File: config.mk
export PLATFORM = sky130hd
export DESIGN_NAME = fetch_unit_flat
export DESIGN_NICKNAME = d
export VERILOG_FILES = /design/src/rtl/mips_pkg.sv /design/src/rtl/fetch_unit_if.sv /design/src/rtl/next_pc_logic.sv /design/src/rtl/fetch_unit.sv /design/src/flat_wrapper.sv
export SDC_FILE = /design/constraint.sdc
export NUM_CORES = 1
export LEC_CHECK = 0
export CAP_MARGIN = 20
export CORE_MARGIN = 2
export CORE_UTILIZATION = 43
export CTS_CLUSTER_DIAMETER = 150
export CTS_CLUSTER_SIZE = 25
export DETAILED_ROUTE_END_ITERATION = 6
export GPL_TIMING_DRIVEN = 0
export PLACE_DENSITY = 0.78
export SETUP_SLACK_MARGIN = 0.4
export SYNTH_ARGS = -nofsm -noshare
export SYNTH_HDL_FRONTEND = slang
export SYNTH_SLANG_ARGS = --single-unit
File: constraint.sdc
create_clock -name clk -period 3.7 [get_ports clk]
set_clock_uncertainty 0.2 [all_clocks]
set_input_delay 1.11 -clock clk [delete_from_list [all_inputs] [get_ports clk]]
set_output_delay 1.11 -clock clk [all_outputs]
set_load 0.02 [all_outputs]
File: src/rtl/mips_pkg.sv
// Shared definitions for the fetch front-end: fetch FSM states, MIPS opcodes
// and the default reset PC.
package mips_pkg;

  typedef enum logic [1:0] {
    IDLE,
    REQ,
    WAIT,
    VALID
  } fetch_state_t;

  localparam logic [5:0] OP_RTYPE = 6'b000000;
  localparam logic [5:0] OP_J     = 6'b000010;
  localparam logic [5:0] OP_JAL   = 6'b000011;
  localparam logic [5:0] OP_BEQ   = 6'b000100;
  localparam logic [5:0] OP_BNE   = 6'b000101;
  localparam logic [5:0] OP_ADDI  = 6'b001000;
  localparam logic [5:0] OP_LW    = 6'b100011;
  localparam logic [5:0] OP_SW    = 6'b101011;

  localparam logic [31:0] DEFAULT_RESET_PC = 32'h0000_0000;

  // Opcode field of a 32-bit instruction word.
  function automatic logic [5:0] get_op(logic [31:0] word);
    return word[31:26];
  endfunction

endpackage

File: src/rtl/fetch_unit_if.sv
// Instruction-memory request/response bus between the fetch unit (master)
// and the instruction memory (slave).
interface fetch_unit_if #(
  parameter int unsigned WIDTH = 32
) ();

  logic             imem_req;
  logic [WIDTH-1:0] imem_addr;
  logic             imem_ready;
  logic [WIDTH-1:0] imem_rdata;

  modport master (
    output imem_req,
    output imem_addr,
    input  imem_ready,
    input  imem_rdata
  );

  modport slave (
    input  imem_req,
    input  imem_addr,
    output imem_ready,
    output imem_rdata
  );

endinterface

File: src/rtl/next_pc_logic.sv
// Combinational next-PC selection: jump, then taken branch, then pc+4.
// All arithmetic wraps modulo 2^WIDTH.
module next_pc_logic #(
  parameter int unsigned WIDTH = 32
) (
  input  logic [WIDTH-1:0] pc,
  input  logic [WIDTH-1:0] instr,
  input  logic             branch,
  input  logic             ne,
  input  logic             zero,
  input  logic             jump,
  output logic [WIDTH-1:0] next_pc,
  output logic [WIDTH-1:0] pc_plus4
);

  logic [WIDTH-1:0] br_offset;
  logic [WIDTH-1:0] jump_target;
  logic             br_taken;
  logic             unused_instr;

  // Opcode bits are decoded elsewhere; only the immediate fields matter here.
  assign unused_instr = ^instr[WIDTH-1:26];

  assign pc_plus4    = pc + WIDTH'(4);
  assign br_offset   = {{(WIDTH-18){instr[15]}}, instr[15:0], 2'b00};
  assign jump_target = {pc_plus4[WIDTH-1:28], instr[25:0], 2'b00};
  // ne flips the sense of zero so one comparator serves both BEQ and BNE.
  assign br_taken    = branch & (zero ^ ne);

  // Priority select of the next PC.
  always_comb begin
    next_pc = pc_plus4;
    if (jump) begin
      next_pc = jump_target;
    end else if (br_taken) begin
      next_pc = pc_plus4 + br_offset;
    end
  end

endmodule

File: src/rtl/fetch_unit.sv
// Fetch unit: holds the PC, fetches over a req/ready bus, latches the word
// and advances the PC when the back-end retires the instruction.
// Optional performance counters are built when FETCH_PERF_EN is defined.
module fetch_unit
  import mips_pkg::*;
#(
  parameter int unsigned      WIDTH    = 32,
  parameter logic [WIDTH-1:0] RESET_PC = WIDTH'(DEFAULT_RESET_PC)
) (
  input  logic             clk,
  input  logic             reset,
  fetch_unit_if.master     imem,
  output logic [WIDTH-1:0] instr,
  output logic [5:0]       op,
  output logic             instr_valid,
  input  logic             branch,
  input  logic             ne,
  input  logic             jump,
  input  logic             zero,
  input  logic             retire,
  output logic [WIDTH-1:0] pc,
  output logic [WIDTH-1:0] pc_plus4
`ifdef FETCH_PERF_EN
  ,
  output logic [31:0]      retired_cnt,
  output logic [31:0]      wait_cnt
`endif
);

  fetch_state_t     state_q, state_d;
  logic [WIDTH-1:0] pc_q, pc_d;
  logic [WIDTH-1:0] instr_q, instr_d;
  logic [WIDTH-1:0] next_pc;
  logic             req;

  next_pc_logic #(
    .WIDTH (WIDTH)
  ) u_next_pc_logic (
    .pc       (pc_q),
    .instr    (instr_q),
    .branch   (branch),
    .ne       (ne),
    .zero     (zero),
    .jump     (jump),
    .next_pc  (next_pc),
    .pc_plus4 (pc_plus4)
  );

  // State, PC and instruction registers; reset forces IDLE so a late ready is ignored.
  always_ff @(posedge clk or negedge reset) begin
    if (!reset) begin
      state_q <= IDLE;
      pc_q    <= RESET_PC;
      instr_q <= '0;
    end else begin
      state_q <= state_d;
      pc_q    <= pc_d;
      instr_q <= instr_d;
    end
  end

  // Fetch FSM next state, instruction latch and PC update.
  always_comb begin
    state_d = state_q;
    pc_d    = pc_q;
    instr_d = instr_q;
    req     = 1'b0;
    unique case (state_q)
      IDLE: begin
        state_d = REQ;
      end
      REQ: begin
        req = 1'b1;
        if (imem.imem_ready) begin
          instr_d = imem.imem_rdata;
          state_d = VALID;
        end else begin
          state_d = WAIT;
        end
      end
      WAIT: begin
        req = 1'b1;
        if (imem.imem_ready) begin
          instr_d = imem.imem_rdata;
          state_d = VALID;
        end
      end
      VALID: begin
        if (retire) begin
          pc_d    = next_pc;
          state_d = REQ;
        end
      end
      default: begin
        state_d = IDLE;
      end
    endcase
  end

  assign imem.imem_req  = req;
  assign imem.imem_addr = pc_q;
  assign instr          = instr_q;
  assign op             = get_op(instr_q[31:0]);
  assign instr_valid    = (state_q == VALID);
  assign pc             = pc_q;

`ifdef FETCH_PERF_EN
  logic [31:0] retired_q;
  logic [31:0] wait_q;

  // Retired-instruction and memory-wait-cycle counters, wrapping at 2^32.
  always_ff @(posedge clk or negedge reset) begin
    if (!reset) begin
      retired_q <= '0;
      wait_q    <= '0;
    end else begin
      if (state_q == VALID && retire) begin
        retired_q <= retired_q + 32'd1;
      end
      if (state_q == WAIT) begin
        wait_q <= wait_q + 32'd1;
      end
    end
  end

  assign retired_cnt = retired_q;
  assign wait_cnt    = wait_q;
`endif

endmodule

File: src/flat_wrapper.sv
// flat-port wrapper written by rule: the top's interface ports become plain ports
module fetch_unit_flat import mips_pkg::*;
#(
  parameter int unsigned      WIDTH    = 32,
  parameter logic [WIDTH-1:0] RESET_PC = WIDTH'(DEFAULT_RESET_PC)
)
  (clk, reset, instr, op, instr_valid, branch, ne, jump, zero, retire, pc, pc_plus4, imem_imem_req, imem_imem_addr, imem_imem_ready, imem_imem_rdata);
  fetch_unit_if #(.WIDTH(WIDTH)) imem_i ();
  input  logic clk;
  input  logic reset;
  output logic [WIDTH-1:0] instr;
  output logic [5:0] op;
  output logic instr_valid;
  input  logic branch;
  input  logic ne;
  input  logic jump;
  input  logic zero;
  input  logic retire;
  output logic [WIDTH-1:0] pc;
  output logic [WIDTH-1:0] pc_plus4;
  output wire logic [$bits(imem_i.imem_req)-1:0] imem_imem_req;
  output wire logic [$bits(imem_i.imem_addr)-1:0] imem_imem_addr;
  input wire logic [$bits(imem_i.imem_ready)-1:0] imem_imem_ready;
  input wire logic [$bits(imem_i.imem_rdata)-1:0] imem_imem_rdata;
  assign imem_imem_req = imem_i.imem_req;
  assign imem_imem_addr = imem_i.imem_addr;
  assign imem_i.imem_ready = imem_imem_ready;
  assign imem_i.imem_rdata = imem_imem_rdata;
  fetch_unit #(.WIDTH(WIDTH), .RESET_PC(RESET_PC)) u_core (.clk(clk), .reset(reset), .imem(imem_i), .instr(instr), .op(op), .instr_valid(instr_valid), .branch(branch), .ne(ne), .jump(jump), .zero(zero), .retire(retire), .pc(pc), .pc_plus4(pc_plus4));
endmodule
* Yosys cells after proc, flatten, opt, wreduce, memory -nomap -nowiden
Cells that the tools add are included.
** Cells by class
- Add/sub/neg operators :: 2
- $mul :: 0
- Div/mod/pow operators :: 0
- Magnitude comparators :: 0
- Equal/unequal tests :: 5
- Shifts and indexed selects :: 0
- Mux-type cells :: 7
- Bitwise logic cells :: 2
- Reductions and logical operators :: 5
** Operator list (number)
- $mux 32 :: 2
- $add 32x3->32 const B :: 1
- $add 32x32->32 :: 1
- $pmux 2 s4 :: 1
- $reduce_and 2->1 :: 3
- $eq 2x2->1 const B :: 2
- $mux 2 :: 2
- $eq 2x1->1 const B :: 1
- $logic_not 2->1 :: 1
- $mux 1 :: 2
- $ne 2x1->1 const B :: 1
- $ne 2x2->1 const B :: 1
- $reduce_or 2->1 :: 1
- $and 1x1->1 :: 1
- $xor 1x1->1 :: 1
** Word-level totals
- Flip-flop bits (word level) :: 66
- Bits in latches :: 0
- RAM bits :: 0
- Memory bits (read-only) :: 0
- Input port bits :: 40
- Output and inout bits :: 136
- Logic and storage cells :: 24
- Memories :: 0

* Depth between registers and ports, before layout
Gate-level depths: netlist of run 1.
- Depth in word-level cells :: 4
- Mapped depth :: 17
- Depth with buffers taken out :: 16

* Modules after synthesis
Synthesis of run 1 repeated with hierarchy kept, for this count alone.
** Unflattened totals
- Cell total of the unflattened synthesis :: 623
- Area total of the unflattened synthesis :: 5846.9 um^2
** Modules (own cells, without submodules)
- fetch_unit :: instances 1, cells each 189, area an instance 2950.3 um^2
- next_pc_logic :: instances 1, cells each 434, area an instance 2896.5 um^2

* Worst setup path before layout of run 1
OpenSTA, ideal clock, no wires.
- Path kind :: register -> register
- Start :: register u_core.pc_q[12], in the netlist u_core.imem.imem_addr[12]
- End :: register u_core.pc_q[29], in the netlist u_core.imem.imem_addr[29]
- Setup time :: 127 ps
- Data arrival time :: 3920 ps
- Path slack :: -548 ps
- Cell stages (with the launch flop) :: 17
- Buffers on the path :: 1
- Path through :: dfrtp_1 nand4_2 nor3_1 and4_1 nand2_1 nor2_1 xor2_1 ha_1 clkbuf_1 a21o_1 a2111oi_2 nor3_1 a2111oi_2 nor2_1 a31oi_1 xor2_1 o21ai_1
** Between the ends
- Cells in the longest elaborated chain, start to end :: 4
** RTL lines
- start, declared :: RTL line fetch_unit.sv:31 : logic [WIDTH-1:0] pc_q, pc_d;
- start signal, assigned :: RTL line fetch_unit.sv:57 : pc_q <= pc_d;
- $add 32x3->32 :: RTL line next_pc_logic.sv:24 : assign pc_plus4 = pc + WIDTH'(4);
- net pc_plus4[22] :: RTL line flat_wrapper.sv:20 : output logic [WIDTH-1:0] pc_plus4;
- $add 32x32->32 :: RTL line next_pc_logic.sv:36 : next_pc = pc_plus4 + br_offset;
- $mux 32 :: RTL line next_pc_logic.sv:35 : end else if (br_taken) begin
- $mux 32 :: RTL line next_pc_logic.sv:33 : if (jump) begin
The timed path passes the listed nets, and every way through them passes these cells.
A chain may end at the register's enable or synchronous reset.

* Final worst setup path of run 1
- Start :: register u_core.pc_q[21], in the netlist u_core.imem.imem_addr[21]
- End :: output port pc_plus4[27]
** Between the ends
- Cells in the longest elaborated chain, start to end :: 1
** RTL lines (RTL line)
- $add 32x3->32 :: next_pc_logic.sv:24
- end, declared :: flat_wrapper.sv:20
No other way between the ends.

==> metrics.txt, run 1 <==
status=finished with violations; failing checks=design-rule violations; Slew HR=42.4%; clock sink total=64; worst-margin pin slew=around 0.86 ns; GR Layer Usage met3=around 6.0%; worst reg2reg path depth=16; Worst VDD drop=0.000768 V; f_max=0.272 GHz; H-Tree Depth=3; crit-path max cell delay=0.45 ns; Post-DP HPWL=about 14 mm; final worst path period share=99.3%; global route overflow=0; hold path depth=1; Min Clock Period, post-route=3.68 ns; largest fanout on the critical path=6; vias per std cell=6.02; adder-cell share of the synthesized area=under 10%; Worst setup SP type=flip-flop; Hold Vio Cnt, Final=0; post-route design area=9750 µm²; DRT Pass-1 Iters=7; synth warn=0; Synth async-reset ratio=100%; mean post-synth cell area=8.70 µm²; Total Nets Final=994; top post-synthesis cells by area=dfrtp_1, ha_1, mux2_2; CP Cell Sequence=and3_1 > nand3_1 > inv_1 > and3_4 > buf_6 > nand3_4 > xnor2_4 > buf_4 > buf_6 > buf_4; gpl congestion=0.935; die width=117 µm; crit path DAT=2.37 ns; Clock Latency Late Sink=approximately 0.33 ns; area of the mapped netlist=5470 µm²; Worst Setup EP=pc_plus4[27]; Worst Hold Class=reg2reg; post-synth top area cell=dfrtp_1; Yosys reg bits=64; drt drc=1; DRT iter0 DRCs=717; CTS tree=done; Post-Synthesis Cells=roughly 630; first-pass GRT wire length=32.4 mm; cts hold-fix bufs=0; met1 GRT Util=38.8%; CTS clock-pin slew for the worst setup and hold paths=roughly 0.06 ns; Ant. Diodes=0; Setup Slack @ Placement=-0.327 ns; non-filler cells, final=roughly 1100; Final setup viols=0; root buffer cell=clkbuf_16; busiest grt layer=met2; layout cells sized above 1=between 40 and 50%; via count=6568; Worst Setup End Kind=primary output; FF-to-FF End=u_core.imem.imem_addr[30]; CP required=roughly 2.4 ns; FF-to-FF setup slack=roughly 0.030 ns; max-slew violations=0; Post-DRT Antenna Nets=0; xor-xnor portion of the synthesized cell area=8.46%; origin of the critical flop-to-flop path=u_core.imem.imem_addr[21]; core area=12500 µm²; slowest cell on the critical path=dfrtp_2; drt wl/cell=22.0 µm; CTS Buf Count=9; largest net degree at the start of global routing=65; CTS max path bufs=2; vias in the first global route=6156; RSZ-0062 raised after global routing=true; area share of the largest cell type after synthesis=29.3%; largest family of logic cells by synthesized area=compound AO/OA/AOI/OAI gates; Area Overhead vs Synth=78.2%; I/O pin total=176; total of max-cap violations=0; # port buffers=between 150 and 200; dominant synthesized flop cell=dfrtp_1; placed insts=a little under 1000; Die ar.=13600 µm²; pwr/cell area=about 1200 nW/µm²; Placed Area=7740 µm²; overall routing resource usage=approximately 31%; row cnt=41; CP Class=reg2out; P_leak=4.19 nW; final WL=between 20 and 25 mm; crit path from=u_core.imem.imem_addr[21]; die height=roughly 120 µm; initial antenna violation count=0; Seq/Total Area, Yosys=29.3%; routing usage on met2=a little over 50%; crit path setup slack, layout=0.0249 ns; Initial Util=between 40% and 50%; Post-synth EDFFs=0; post-synthesis compound-gate area fraction=20.1%; simple-gate share of the synthesized area=17.1%; number of distinct library cells after synthesis=63; multiplexer share of the synthesized area=7.04%
[placed cells by master (no fill, tap or decap), types with 21 or more instances in the layout]
master / count
o21ai_0: 25
nor2_1: 24
buf_4: 139
clkdlybuf4s50_1: 141
nand2_1: 59
dfrtp_1: 39
a21oi_1: 24
buf_6: 22
mux2_2: 32
dfrtp_2: 25
ha_1: 21
[worst max-delay path, delay by kind of cell (launching register included)]
kind	cells	cell delay (ns)
simple gates	4	0.71
buf+inv	5	0.63
xor+xnor	1	0.24
flops	1	0.45
[synth_stat cells, drive strengths merged (10+ instances only)]
cell type / instances
a21o: 13
clkbuf: 21
nand4: 10
mux2: 33
a21oi: 43
nand2: 68
buf: 48
dfrtp: 64
ha: 39
nor3: 11
xnor2: 38
xor2: 14
inv: 14
nand3: 20
nor2: 32
o21ai: 46
[report_power, final]
group          leakage [nW]  switching (W)  internal [W]
Sequential            0.739       0.000580       0.00107
Combinational          3.29        0.00488       0.00452
Clock                 0.163       0.000307      0.000646
[registers in the layout, summed over array words and instances, names as in the netlist]
name / cells
u_core.instr: 32
u_core.imem.imem_addr: 30
u_core.state_q: 2
[metrics by stage]
step	util [%]	power, W	hold slack, ns	TNS (ns)
5_1_grt	77.9	0.0125	0.349	-0.158
3_5_place_dp	61.9	0.00845	0.318	-1.79
2_1_floorplan	-	0.00608	0.299	0
4_1_cts	71.2	0.0104	0.329	0
3_3_place_gp	61.9	0.00833	0.313	-58.77
6_report	77.9	0.0120	0.328	0
[cell type report]
class | instances | area (µm²)
plain buffers | 69 | 483
flip-flops and latches | 64 | 1630
well taps | 172 | 215
multi-input cells | 487 | 4580
repair buffers | 269 | 2450
clock buffers | 14 | 274
inverters | 14 | 52.6
clock inverters | 2 | 60.1
fillers | 734 | 2770
[cells by family after synthesis]
| kind of cell | after synthesis |
|---|---|
| AO/OA/AOI/OAI | 168 |
| adder cells (fa/ha/maj) | 40 |
| buffers and inverters | 83 |
| multiplexers | 34 |
| XOR/XNOR | 52 |
| flip-flops | 64 |
| other | 1 |
| AND/OR/NAND/NOR | 187 |
[worst min-delay path by stage]
stage                           start                 to  slack [ns]
floorplan           u_core.state_q[1]  u_core.state_q[1]        0.30
global placement    u_core.state_q[1]  u_core.state_q[1]        0.31
detailed placement   u_core.instr[25]   u_core.instr[25]        0.32
CTS                  u_core.instr[25]   u_core.instr[25]        0.33
global route         u_core.instr[28]   u_core.instr[28]        0.35
finish               u_core.instr[25]   u_core.instr[25]        0.33
[metal layers]
layer | vias to the layer above | share of wire, %
li1 | 2801 | -
met4 | 0 | 6.8
met1 | 3109 | 36
met3 | 167 | 9.3
met2 | 491 | 48
met5 | - | 0
[timing repair]
| item | CTS | global route |
|---|---|---|
| resized for setup | 164 | 137 |
| endpoints found under the setup margin | 45 | 47 |
| buffers inserted | 58 | 43 |
| cloned | 0 | 0 |
| pin swaps | 49 | 64 |
No activity file was read; power rests on OpenSTA's default activity.
==> run 2, diff against run 1 <==
CTS_CLUSTER_SIZE = not set   (was 25)
SETUP_SLACK_MARGIN = 0.05   (was 0.4)
==> run 2 against run 1 <==
Against the previous run: the run ends with negative setup slack left; critical path depth is 7 higher; sequential cell count unchanged; power decreased by 14%; cell count fell by 4.5%; clock-buffer cell count is 4 lower; sequential share of layout area grew 1.9 points; first-iteration DRC count shrank 16%; largest cell class unchanged; largest power group unchanged; highest routed layer unchanged.
==> metrics.txt, run 2 (same netlist as run 1, synthesis figures left out) <==
status=finished with violations; failing checks=negative setup slack; global route overflow=0 (unchanged); drt drc=0 (-1); CP required=3.71 ns (+1.32 ns); Final setup viols=6 (+6); Worst Hold Class=reg2reg; die width=117 µm (unchanged); Area Overhead vs Synth=59.0%; Setup TNS Final=-0.341 ns (-0.341 ns); pwr/cell area=1180 nW/µm² (-4.0%); # port buffers=168 (unchanged); CP Class=reg2reg; vias per std cell=5.85 (-2.8%); CTS Buf Count=9 (unchanged); crit path DAT=3.81 ns (+1.44 ns); Tot Pwr=0.0103 W (-14%); Worst VDD drop=0.000675 V (-12%); final worst path period share=103% (+3.4 points); DRT Pass-1 Iters=5 (-2); largest fanout on the critical path=4 (-2); via count=6096 (-7.2%); H-Tree Depth=3 (unchanged); final WL=20.7 mm (-14%); layout cells sized above 1=30.9% (-12 points); slowest cell on the critical path=a2111oi_4; Post-DRT Antenna Nets=0 (unchanged); overall routing resource usage=29.2% (-1.5 points); FF-to-FF setup slack=-0.10 ns (-0.13 ns); first-pass GRT wire length=30.4 mm (-6.2%); Min Clock Period, post-route=3.80 ns (+0.127 ns); worst-margin pin slew=1.17 ns (+0.308 ns); commonest non-fill, non-tap cells in the layout=clkdlybuf4s50_1, buf_4, nand2_1; Critical Path Stages=17 (+7); Ant. Diodes=0 (unchanged); commonest non-fill, non-tap cell in the layout=clkdlybuf4s50_1; vias in the first global route=5672 (-7.9%); cts hold-fix bufs=0 (unchanged); worst reg2reg path depth=17 (+1); Total Nets Final=945 (-4.9%); Hold Path Sink=u_core.instr[29]; total of max-cap violations=0 (unchanged); Worst Setup End Kind=flip-flop; FF-to-FF End=u_core.imem.imem_addr[29]; max-slew violations=0 (unchanged); core area=12500 µm² (unchanged); Worst Min Path Start=u_core.instr[29]; hold path depth=1 (unchanged); CTS tree=done; crit path setup slack, layout=-0.102 ns (-0.127 ns); CP Buf/Inv Count=2 (-3); crit path from=u_core.imem.imem_addr[14]; Initial Util=43.7% (unchanged); crit-path max cell delay=0.43 ns (-0.02 ns); Post-DP HPWL=14.1 mm (about the same); clock sink total=64 (unchanged); Hold Vio Cnt, Final=0 (unchanged); I/O pin total=176 (unchanged); Slew HR=21.9% (-21 points); RSZ-0062 raised after global routing=true; CTS max path bufs=2 (unchanged); CP Cell Sequence=nand4_4 > nor3_4 > and4_4 > nand2_4 > nor2_4 > xor2_4 > ha_4 > buf_6 > a21o_1 > buf_4 > a21oi_2 > nor3_2 > a2111oi_4 > nor2_2 > a31oi_1 > xor2_1 > o21ai_1; die height=117 µm (unchanged); initial antenna violation count=0 (unchanged); CP top delay family=simple AND/OR/NAND/NOR gates; root buffer cell=clkbuf_16; f_max=0.263 GHz (-3.3%); row cnt=41 (unchanged); largest net degree at the start of global routing=65 (unchanged); max FFs per register=32 (unchanged); P_leak=3.79 nW (-9.5%); gpl congestion=0.916 (-2.1%); drt wl/cell=19.9 µm (-9.5%); origin of the critical flop-to-flop path=u_core.imem.imem_addr[14]; Clock Latency Late Sink=0.34 ns (about the same); Worst setup SP type=flip-flop; Die ar.=13600 µm² (unchanged); CTS clock-pin slew for the worst setup and hold paths=0.06 ns (about the same); DRT iter0 DRCs=603 (-16%)
[run 2: cell types whose count changed in the layout (fill, tap and decap cells not counted), sizes merged]
cell / delta
clkdlybuf4s15: +1
dlymetal6s2s: -1
clkdlybuf4s50: +6
buf: -63
clkinvlp: +2
dlygate4sd2: +9
bufinv: -1
clkbuf: -5
clkinv: +3
[run 2: what timing repair did]
item | 4_1_cts | 5_1_grt
gates resized for setup | 74 | 58
buffers inserted | 27 | 26
endpoints found under the hold margin | 0 | 0
setup endpoints to repair | 40 | 23
pin swaps | 18 | 32
[run 2: how the worst max path moves through the flow]
| stage | end | slack, ns |
|---|---|---|
| final | u_core.imem.imem_addr[29] | -0.10 |
| after global placement | u_core.imem.imem_addr[2] | -1.10 |
| after global routing | u_core.imem.imem_addr[29] | -0.27 |
| after CTS | u_core.imem.imem_addr[31] | -0.005 |
| after detailed placement | u_core.imem.imem_addr[31] | -0.58 |
| after floorplan | u_core.imem.imem_addr[29] | 0.02 |
[run 2: cell type report]
type / count / area, µm²
buffer: 68 / 454
clock buffer: 10 / 229
clock inverter: 6 / 60.1
fill: 968 / 3820
inverter: 14 / 52.6
multi-input combinational: 487 / 4020
sequential: 64 / 1630
tap: 172 / 215
timing repair buffer: 221 / 2050
[run 2: power breakdown]
group	switching (W)	internal, W	leakage, nW
clock network	0.000330	0.000518	0.138
registers	0.000585	0.00107	0.744
logic	0.00412	0.00367	2.91
[run 2: metrics by stage]
| stage | worst slack, ns | area [µm²] | hold WS [ns] | utilization (%) | std cells |
|---|---|---|---|---|---|
| floorplan | 0.0230 | 5670 | 0.299 | - | 634 |
| CTS | -0.00530 | 8300 | 0.336 | 66.3 | 1016 |
| detailed placement | -0.585 | 7560 | 0.323 | 60.4 | 974 |
| global placement | -1.10 | 7570 | 0.313 | 60.4 | 974 |
| finish | -0.102 | 8700 | 0.331 | 69.5 | 1042 |
| global route | -0.267 | 8700 | 0.344 | 69.5 | 1042 |
[run 2: routing by layer]
| metal | global-route usage, % | wire (µm) | vias to the layer above |
|---|---|---|---|
| li1 | - | - | 2718 |
| met1 | 36.9 | 7850 | 2913 |
| met2 | 49.9 | 10300 | 387 |
| met3 | 5.46 | 1800 | 78 |
| met4 | 10.8 | 772 | 0 |
| met5 | 0 | 0 | - |
